[config.mk]
export PLATFORM = sky130hd
export DESIGN_NAME = coord_ram_reader
export DESIGN_NICKNAME = d
export VERILOG_FILES = /design/src/rtl/coord_ram_pkg.sv /design/src/rtl/coord_ram_tag_pipe.sv /design/src/rtl/coord_ram_reader.sv
export SDC_FILE = /design/constraint.sdc
export NUM_CORES = 1
export LEC_CHECK = 0
export BUFFER_PORTS_ARGS = -buffer_cell sky130_fd_sc_hd__buf_2
export CAP_MARGIN = 20
export CORE_MARGIN = 1
export CORE_UTILIZATION = 45
export CTS_BUF_LIST = sky130_fd_sc_hd__clkbuf_4
export DETAILED_ROUTE_END_ITERATION = 8
export PLACE_DENSITY = 0.86
export SKIP_CTS_REPAIR_TIMING = 1
export SLEW_MARGIN = 20
export SYNTH_ARGS = -nofsm -noshare
export SYNTH_HDL_FRONTEND = slang
export SYNTH_SLANG_ARGS = --single-unit
[constraint.sdc]
create_clock -name clk -period 3.3 [get_ports clk]
set_input_delay 0.33 -clock clk [delete_from_list [all_inputs] [get_ports clk]]
set_output_delay 0.33 -clock clk [all_outputs]
set_load 0.005 [all_outputs]
[src/rtl/coord_ram_pkg.sv]
// Shared types and helpers for the coordinate-to-banked-RAM read engine.
// Field widths here follow the default geometry (8 banks, 10-bit coordinates).
package coord_ram_pkg;

   function automatic int clog2(input int value);
      int r;
      r = 0;
      for (int i = 0; i < 31; i++) begin
         if ((1 << i) < value) begin
            r = i + 1;
         end
      end
      return r;
   endfunction

   // Bank index is never narrower than one bit, even for a single-bank build.
   function automatic int bank_idx_width(input int no_banks);
      return (clog2(no_banks) < 1) ? 1 : clog2(no_banks);
   endfunction

   localparam int NO_BANKS_DEF     = 8;
   localparam int COORDW_DEF       = 10;
   localparam int ROW_LOG2_DEF     = 3;
   localparam int Y_DECIM_LOG2_DEF = 3;

   localparam int BANKW     = COORDW_DEF - ROW_LOG2_DEF - Y_DECIM_LOG2_DEF;
   localparam int BANK_IDXW = bank_idx_width(NO_BANKS_DEF);
   localparam int TAG_FLAGW = 2;

   typedef struct packed {
      logic                 valid;
      logic                 oor;
      logic [BANK_IDXW-1:0] bank_idx;
   } tag_t;

   localparam int TAGW = $bits(tag_t);

endpackage

[src/rtl/coord_ram_tag_pipe.sv]
// Delay line carrying {valid, oor, bank_idx} across the RAM read latency.
// Flush and reset both empty every stage so no stale read can surface.
module coord_ram_tag_pipe #(
   parameter int TAGW  = 5,
   parameter int DEPTH = 1
) (
   input  logic            clk,
   input  logic            rst,
   input  logic            flush,
   input  logic [TAGW-1:0] tag_in,
   output logic [TAGW-1:0] tag_out
);

   logic [TAGW-1:0] stages [DEPTH];

   always_ff @(posedge clk or posedge rst) begin
      if (rst) begin
         for (int i = 0; i < DEPTH; i++) begin
            stages[i] <= '0;
         end
      end else if (flush) begin
         for (int i = 0; i < DEPTH; i++) begin
            stages[i] <= '0;
         end
      end else begin
         stages[0] <= tag_in;
         for (int i = 1; i < DEPTH; i++) begin
            stages[i] <= stages[i-1];
         end
      end
   end

   assign tag_out = stages[DEPTH-1];

endmodule

[src/rtl/coord_ram_reader.sv]
// Display coordinate to banked-RAM read engine with in-order pixel return.
// Optional range checking and out-of-range counting: define COORD_RAM_BOUNDS_EN.
module coord_ram_reader
   import coord_ram_pkg::*;
#(
   parameter int NO_BANKS       = 8,
   parameter int COORDW         = 10,
   parameter int RAM_ADDR_WIDTH = 12,
   parameter int LINE_LOG2      = 9,
   parameter int ROW_LOG2       = 3,
   parameter int Y_DECIM_LOG2   = 3,
   parameter int DATAW          = 8,
   parameter int RAM_LAT        = 1,
   parameter logic [DATAW-1:0] BG_PIXEL = '0
) (
   input  logic                         clk,
   input  logic                         rst,
   input  logic                         flush,
   input  logic                         coord_valid,
   input  logic [COORDW-1:0]            x,
   input  logic [COORDW-1:0]            y,
   output logic                         rd_en,
   output logic [NO_BANKS-1:0]          rd_bank_select,
   output logic [RAM_ADDR_WIDTH-1:0]    rd_address,
   input  logic [NO_BANKS*DATAW-1:0]    bank_rdata,
   output logic                         pixel_valid,
   output logic [DATAW-1:0]             pixel_data,
   output logic [15:0]                  oor_count
);

   localparam int YSHIFT = ROW_LOG2 + Y_DECIM_LOG2;
   localparam int BW     = COORDW - YSHIFT;
   localparam int IDXW   = bank_idx_width(NO_BANKS);
   localparam int TW     = TAG_FLAGW + IDXW;

   typedef struct packed {
      logic            valid;
      logic            oor;
      logic [IDXW-1:0] bank_idx;
   } tag_s;

   logic [BW-1:0]             bank_field;
   logic [ROW_LOG2-1:0]       row_field;
   logic [LINE_LOG2-1:0]      x_field;
   logic [IDXW-1:0]           bank_idx;
   logic [RAM_ADDR_WIDTH-1:0] addr_next;
   logic [NO_BANKS-1:0]       sel_next;
   logic                      oor;
   logic                      issue;
   tag_s                      s1_tag;
   tag_s                      tag_q;
   logic [TW-1:0]             tag_pipe_out;
   logic [DATAW-1:0]          bank_word;

   // The address is a pure bit concatenation; the decimated y LSBs are simply dropped.
   assign bank_field = y[COORDW-1:YSHIFT];
   assign row_field  = y[YSHIFT-1:Y_DECIM_LOG2];
   assign x_field    = x[LINE_LOG2-1:0];
   assign bank_idx   = IDXW'(bank_field);
   assign addr_next  = RAM_ADDR_WIDTH'({row_field, x_field});

`ifdef COORD_RAM_BOUNDS_EN
   assign oor = (int'(bank_field) >= NO_BANKS) || (int'(x) >= (1 << LINE_LOG2));
`else
   logic unused_bits;
   assign oor         = 1'b0;
   assign unused_bits = ^{x, bank_field};
`endif

   assign issue = coord_valid && !oor;

   always_comb begin
      sel_next           = '0;
      sel_next[bank_idx] = 1'b1;
   end

   always_ff @(posedge clk or posedge rst) begin
      if (rst) begin
         rd_en          <= 1'b0;
         rd_bank_select <= '0;
         rd_address     <= '0;
         s1_tag         <= '0;
      end else if (flush) begin
         rd_en          <= 1'b0;
         rd_bank_select <= '0;
         rd_address     <= '0;
         s1_tag         <= '0;
      end else begin
         rd_en          <= issue;
         rd_bank_select <= issue ? sel_next : '0;
         rd_address     <= issue ? addr_next : '0;
         s1_tag         <= coord_valid ? tag_s'{valid: 1'b1, oor: oor, bank_idx: bank_idx} : '0;
      end
   end

   coord_ram_tag_pipe #(
      .TAGW  (TW),
      .DEPTH (RAM_LAT)
   ) u_tag_pipe (
      .clk     (clk),
      .rst     (rst),
      .flush   (flush),
      .tag_in  (s1_tag),
      .tag_out (tag_pipe_out)
   );

   assign tag_q = tag_pipe_out;

   always_comb begin
      bank_word = '0;
      for (int b = 0; b < NO_BANKS; b++) begin
         if (int'(tag_q.bank_idx) == b) begin
            bank_word = bank_rdata[b*DATAW +: DATAW];
         end
      end
   end

   always_ff @(posedge clk or posedge rst) begin
      if (rst) begin
         pixel_valid <= 1'b0;
         pixel_data  <= '0;
      end else if (flush) begin
         pixel_valid <= 1'b0;
         pixel_data  <= '0;
      end else begin
         pixel_valid <= tag_q.valid;
         if (!tag_q.valid) begin
            pixel_data <= '0;
         end else if (tag_q.oor) begin
            pixel_data <= BG_PIXEL;
         end else begin
            pixel_data <= bank_word;
         end
      end
   end

`ifdef COORD_RAM_BOUNDS_EN
   // Dropped (flush-cycle) coordinates are not counted; only reset clears the counter.
   always_ff @(posedge clk or posedge rst) begin
      if (rst) begin
         oor_count <= '0;
      end else if (coord_valid && oor && !flush && (oor_count != 16'hFFFF)) begin
         oor_count <= oor_count + 16'd1;
      end
   end
`else
   assign oor_count = '0;
`endif

endmodule
# Word-level counts from Yosys, hierarchy flattened
# Cells that the tools add are included.
# W data, S select, Z words.
word_totals:
  rom_bits: 0
  latchBits: 0
  ram_bits: 0
  inputBits: 88
  out_inout_bits: 46
  n_memories: 0
  register_bits: 40
  word_cells: 42
classes:
  n_reduce_logical: 2
  n_eq_ne: 7
  n_addsub: 0
  order_cmp: 2
  div: 0
  n_shift: 0
  bitwise_logic: 0
  n_mul: 0
  n_mux: 22
ops:
  columns: ["op", "n"]
  rows:
  - ["$mux W8", 13]
  - ["$mux W12", 2]
  - ["$mux W5", 3]
  - ["$eq A3 B3 Y1 const B", 4]
  - ["$eq A3 B2 Y1 const B", 2]
  - ["$lt A3 B4 Y1 const B", 1]
  - ["$demux W1 S3", 1]
  - ["$eq A3 B1 Y1 const B", 1]
  - ["$ge A3 B1 Y1 const B", 1]
  - ["$logic_not A3 Y1", 1]
  - ["$mux W1", 3]
  - ["$logic_and A1 B1 Y1", 1]

# Depth between registers and ports, before layout
logic_depth:
  ltp_word: 12
  depth_mapped: 6
  mapped_depth_nobuf: 4

# By module
# Synthesis repeated with hierarchy kept, for this count alone.
hier_totals:
  hier_cells: 207
  area_unflattened_um2: 2144.6
modules_own_cells:
  columns: ["mod", "cells_per_inst", "seq_area_each_um2", "area_each_um2", "instances"]
  rows:
  - ["coord_ram_reader", 196, 825.8, 1984.4, 1]
  - ["coord_ram_tag_pipe", 11, 125.1, 160.2, 1]

# Worst setup path before layout
# OpenSTA, ideal clock, no wires.
synth_path:
  path_type: "reg-to-reg"
  startpoint: "register u_tag_pipe.stages (netlist bit u_tag_pipe.tag_out[1])"
  endpoint: "register pixel_data[0]"
  setup_time_ps: 104
  setup_slack_ps: 2074
  stages_incl_launch_ff: 4
  period_less_slack_ps: 1226
  path_buffers: 0
  arrival_time_ps: 1122
  required_ps: 3196
  path_cell_list: "dfrtp_1 or2_1 o22a_1 a221oi_1"
synth_via:
  elab_chain_cells: 12
  word_cells_on_any_way: 19
  cone_classes: "eq/ne (7); mux (11); reduce/logical (1)"
synth_rtl:
  columns: ["item", "line_no", "source"]
  rows:
  - ["start: declaration", "coord_ram_tag_pipe.sv:14", "logic [TAGW-1:0] stages [DEPTH];"]
  - ["start signal: indexed assignment", "coord_ram_tag_pipe.sv:28", "stages[i] <= stages[i-1];"]
  - ["$logic_not A3 Y1", "coord_ram_reader.sv:112", "if (int'(tag_q.bank_idx) == b) begin"]
  - ["$mux W8 (7 in a row)", "coord_ram_reader.sv:112", null]
  - ["$mux W8 *", "coord_ram_reader.sv:112", null]
  - ["$mux W8 *", "coord_ram_reader.sv:129", "end else if (tag_q.oor) begin"]
  - ["$mux W8 *", "coord_ram_reader.sv:127", "if (!tag_q.valid) begin"]
  - ["$mux W8 *", "coord_ram_reader.sv:122", "end else if (flush) begin"]
  - ["end signal: assignment", "coord_ram_reader.sv:132", "pixel_data <= bank_word;"]
  - ["end: declaration", "coord_ram_reader.sv:27", "output logic [DATAW-1:0] pixel_data,"]
# Mark *: on every way between the ends. The rest lies on a longest branch, timed or not.

# Worst setup path in the final report
layout_path:
  startpoint: "register u_tag_pipe.stages (netlist bit u_tag_pipe.tag_out[1])"
  endpoint: "register pixel_data[7]"
# Same word-level chain as after synthesis.

==> impl_results.md <==
* Status: finished, final reports clean
* Net Sw Frac at between 20% and 30%
* Crit path time final at between 1.5 and 2 ns
* Post-DP HPWL at between 3 and 4 mm
* WP data required at 3.56 ns
* Setup TNS at 0 ns
* Design Area, Final at between 0.002 and 0.003 sq mm
* First-pass GRT wire length at a little under 7 mm
* CTS H-tree lvls at 2
* Setup crit end: pixel_data[7]$_DFF_PP0_
* Setup crit end kind: flop
* Max-cap violations at 0
* Clock Latency Late Sink at roughly 0.33 ns
* Final Core Density at approximately three fifths
* Synthesis Warnings at 0
* DRC violations left at 0
* Final Skew at 0.002382 ns
* R2r startpoint: u_tag_pipe.tag_out[1]$_DFF_PP0_
* Sequential fraction of the synthesis area at approximately 48%
* Post-synth top area cell: dfrtp_1
* Critical path depth at 4
* Post-synth top flop: dfrtp_1
* WL final at ~4.5 mm
* Critical register-to-register path endpoint: pixel_data[7]$_DFF_PP0_
* Clock Path Buffers at 2
* Starting Density at between 40% and 50%
* Most numerous cell in the Yosys netlist: dfrtp_1
* Register share of total power at a little over half
* Die area at about 0.0045 sq mm
* Area post-placement at 0.002431 sq mm
* Remaining Overflow, GRT at 0
* PD cells at about 360 mW/mm^2
* Sw Pwr at 214.6 uW
* Fin cells at 344
* Share of the synthesized area in the top cell type at 48.05%
* # nets final at ~380
* Hold_ws at ~0.080 ns
* Worst Setup SP: u_tag_pipe.tag_out[1]$_DFF_PP0_
* Antenna diodes at 0
* Worst-path maximum fanout at 25
* Leakage at roughly 1.3 nW
* Number of enable flip-flop cells after synthesis at 0
* Combinational fraction of design power at 14.2%
* Part of the power in the clock network at between 30% and 40%
* # placed instances at 336
* Slew HR at approximately half
* CP top delay family: flip-flops
* Synth cell count leaders: 37 x dfrtp_1, 18 x buf_4, 14 x and2_1
* Setup violators final at 0
* GR Util All Layers at about a fifth
* P&R area growth vs syn at 30.26%
* PortBufs at 112
* Setup CP Type: flop to flop
* Critical path launch point type: flop
* TritonCTS buffer count at 5
* Critical-path cell list: nand2b_1 -> nor2_1 -> or3_1 -> a21oi_1
* Clk slew on worst S/H paths at roughly 0.11 ns
* Routed WL per cell at between 10 and 15 microns
* Top post-synthesis cells by area: dfrtp_1 48%, buf_4 7.0%, mux2_2 5.8%
* Ys async rst share at 100.0%
* Core Box Area at around 0.004 sq mm
* Routed vias/inst at approximately 5.0
* WP data arrival at 2.14 ns
* Die extent in y at around 67 microns
* Reg2reg path depth at 4
* Share of cells above drive strength 1 at 44.56%
* Final period util at a little under three fifths
* DR vias at between 1500 and 2000
* Cells after Synth at 182
* Initial antenna violation count at 0
* Synth cell types at 29
* Drt first pass iters at 4
* Int Pwr at around 690 uW
* Largest net degree at the start of global routing at 38
* CP bufs+invs at 0
* Crit-path slowest cell: dfrtp_1
* Boundary Pins at about 130
* Hold WC Path Type: input port to async pin
* # fillers at 358
* Rows at 23
* DRT iter0 DRCs at approximately 80
* FF-to-FF setup slack at roughly 1.4 ns
* F_max at roughly 530 MHz
* Max-slew violation count at 0
* ANT nets after route at 0
* CTS tree: yes
* Mean post-synth cell area at ~11 sq um
* RSZ-0062 raised after global routing: no
* Synthesized flop and latch total at 37
* Slew @ Worst Pin at between 0.7 and 0.8 ns
* Max stage delay on crit path at between 0.8 and 0.9 ns
* Fin. Hold Viols at 0
* Syn Std Cell Area at approximately 0.0019 sq mm
* Clock Root Buffer: clkbuf_4
* Clock sink count at 37
* GP Congestion at just over 0.7
* Die width at between 60 and 70 microns
* Peak VDD IR at ~0.3 mV
* Number of global-route vias before repair at 1587
[cell type report]
class / instances / area, sq um / share of cell area (%)
clock buffers: 5 / 37.54 / 1.496
clock inverters: 3 / 41.29 / 1.645
flip-flops and latches: 37 / 925.9 / 36.89
repair buffers: 114 / 575.6 / 22.93
multi-input cells: 132 / 855.8 / 34.10
inverters: 3 / 11.26 / 0.4487
well taps: 50 / 62.56 / 2.493
[worst min path at each step]
| stage | start | end | depth (start not counted) |
|---|---|---|---|
| floorplan | flush | u_tag_pipe.tag_out[0]$_DFF_PP0_ | 1 |
| global placement | s1_tag[2]$_DFF_PP0_ | u_tag_pipe.tag_out[2]$_DFF_PP0_ | 1 |
| detailed placement | s1_tag[1]$_DFF_PP0_ | u_tag_pipe.tag_out[1]$_DFF_PP0_ | 1 |
| CTS | rst | rd_address[6]$_DFF_PP0_ | 3 |
| global route | rst | rd_address[11]$_DFF_PP0_ | 3 |
| finish | rst | pixel_valid$_DFF_PP0_ | 3 |
[kinds of logic (layout without fill, tap and decap cells)]
group           count (synthesis)  in the layout  share of synthesized area [%]
compound gates                 43             43                          14.03
flops                          37             37                          48.05
buf+inv                        28            125                          10.45
mux                            21             21                          11.56
simple gates                   52             52                          15.71
other cells                     1             16                         0.1946
[per-layer routing]
| metal | routed length (microns) | GRT usage (%) |
|---|---|---|
| met1 | 1701 | 21.48 |
| met2 | 2305 | 39.13 |
| met3 | 445 | 6.926 |
| met4 | 79 | 7.447 |
| met5 | 0 | 0 |
[flip-flops by register name (all words and copies together) (netlist names)]
signal	flops
rd_address	12
pixel_data	8
rd_bank_select	8
u_tag_pipe.tag_out	4
s1_tag	3
pixel_valid	1
rd_en	1
[cells in the final DEF, fill, tap and decap left out]
| master | synthesis | final |
|---|---|---|
| buf_2 | 2 | 112 |
| dfrtp_1 | 37 | 37 |
| conb_1 | 1 | 16 |
| and2_1 | 14 | 14 |
| a21oi_1 | 13 | 13 |
| o21ai_0 | 12 | 12 |
| nand2b_1 | 11 | 11 |
| mux2i_1 | 11 | 11 |
| mux2_2 | 10 | 10 |
| nor2b_1 | 6 | 6 |
| nor2_1 | 6 | 6 |
| o22ai_1 | 5 | 5 |
| clkbuf_4 | 0 | 5 |
| nor3_1 | 4 | 4 |
| o22a_1 | 4 | 4 |
| a221oi_1 | 4 | 4 |
| inv_1 | 3 | 3 |
| or2b_1 | 3 | 3 |
| or3_1 | 3 | 3 |
| o221ai_1 | 3 | 3 |
| nand2_1 | 2 | 2 |
| buf_4 | 18 | 2 |
| nor4_1 | 1 | 1 |
| a211o_1 | 1 | 1 |
| or2_1 | 1 | 1 |
| a311oi_1 | 1 | 1 |
| nand3_1 | 1 | 1 |
| clkinvlp_4 | 0 | 1 |
| clkinv_1 | 0 | 1 |
| bufinv_16 | 0 | 1 |
[worst reg2reg max path: stages (launching register included)]
cell and delay [ns]:
dfrtp_1 0.84, nand2b_1 0.40, nor2_1 0.06, or3_1 0.35, a21oi_1 0.15
[through the flow]
step | total power [mW] | setup WS [ns]
after floorplan | 0.5565 | 2.074
after global placement | 0.6086 | 1.447
after detailed placement | 0.6132 | 1.434
after CTS | 0.9181 | 1.410
after global routing | 0.9589 | 1.271
final | 0.9072 | 1.424
[power groups by stage]
| stage | registers (mW) | logic, mW | clock network (mW) |
|---|---|---|---|
| floorplan | 0.480 | 0.0767 | 0 |
| global placement | 0.483 | 0.126 | 0 |
| detailed placement | 0.483 | 0.130 | 0 |
| CTS | 0.474 | 0.131 | 0.313 |
| global route | 0.476 | 0.146 | 0.337 |
| finish | 0.474 | 0.129 | 0.304 |
(Power assumes the default switching activity.)
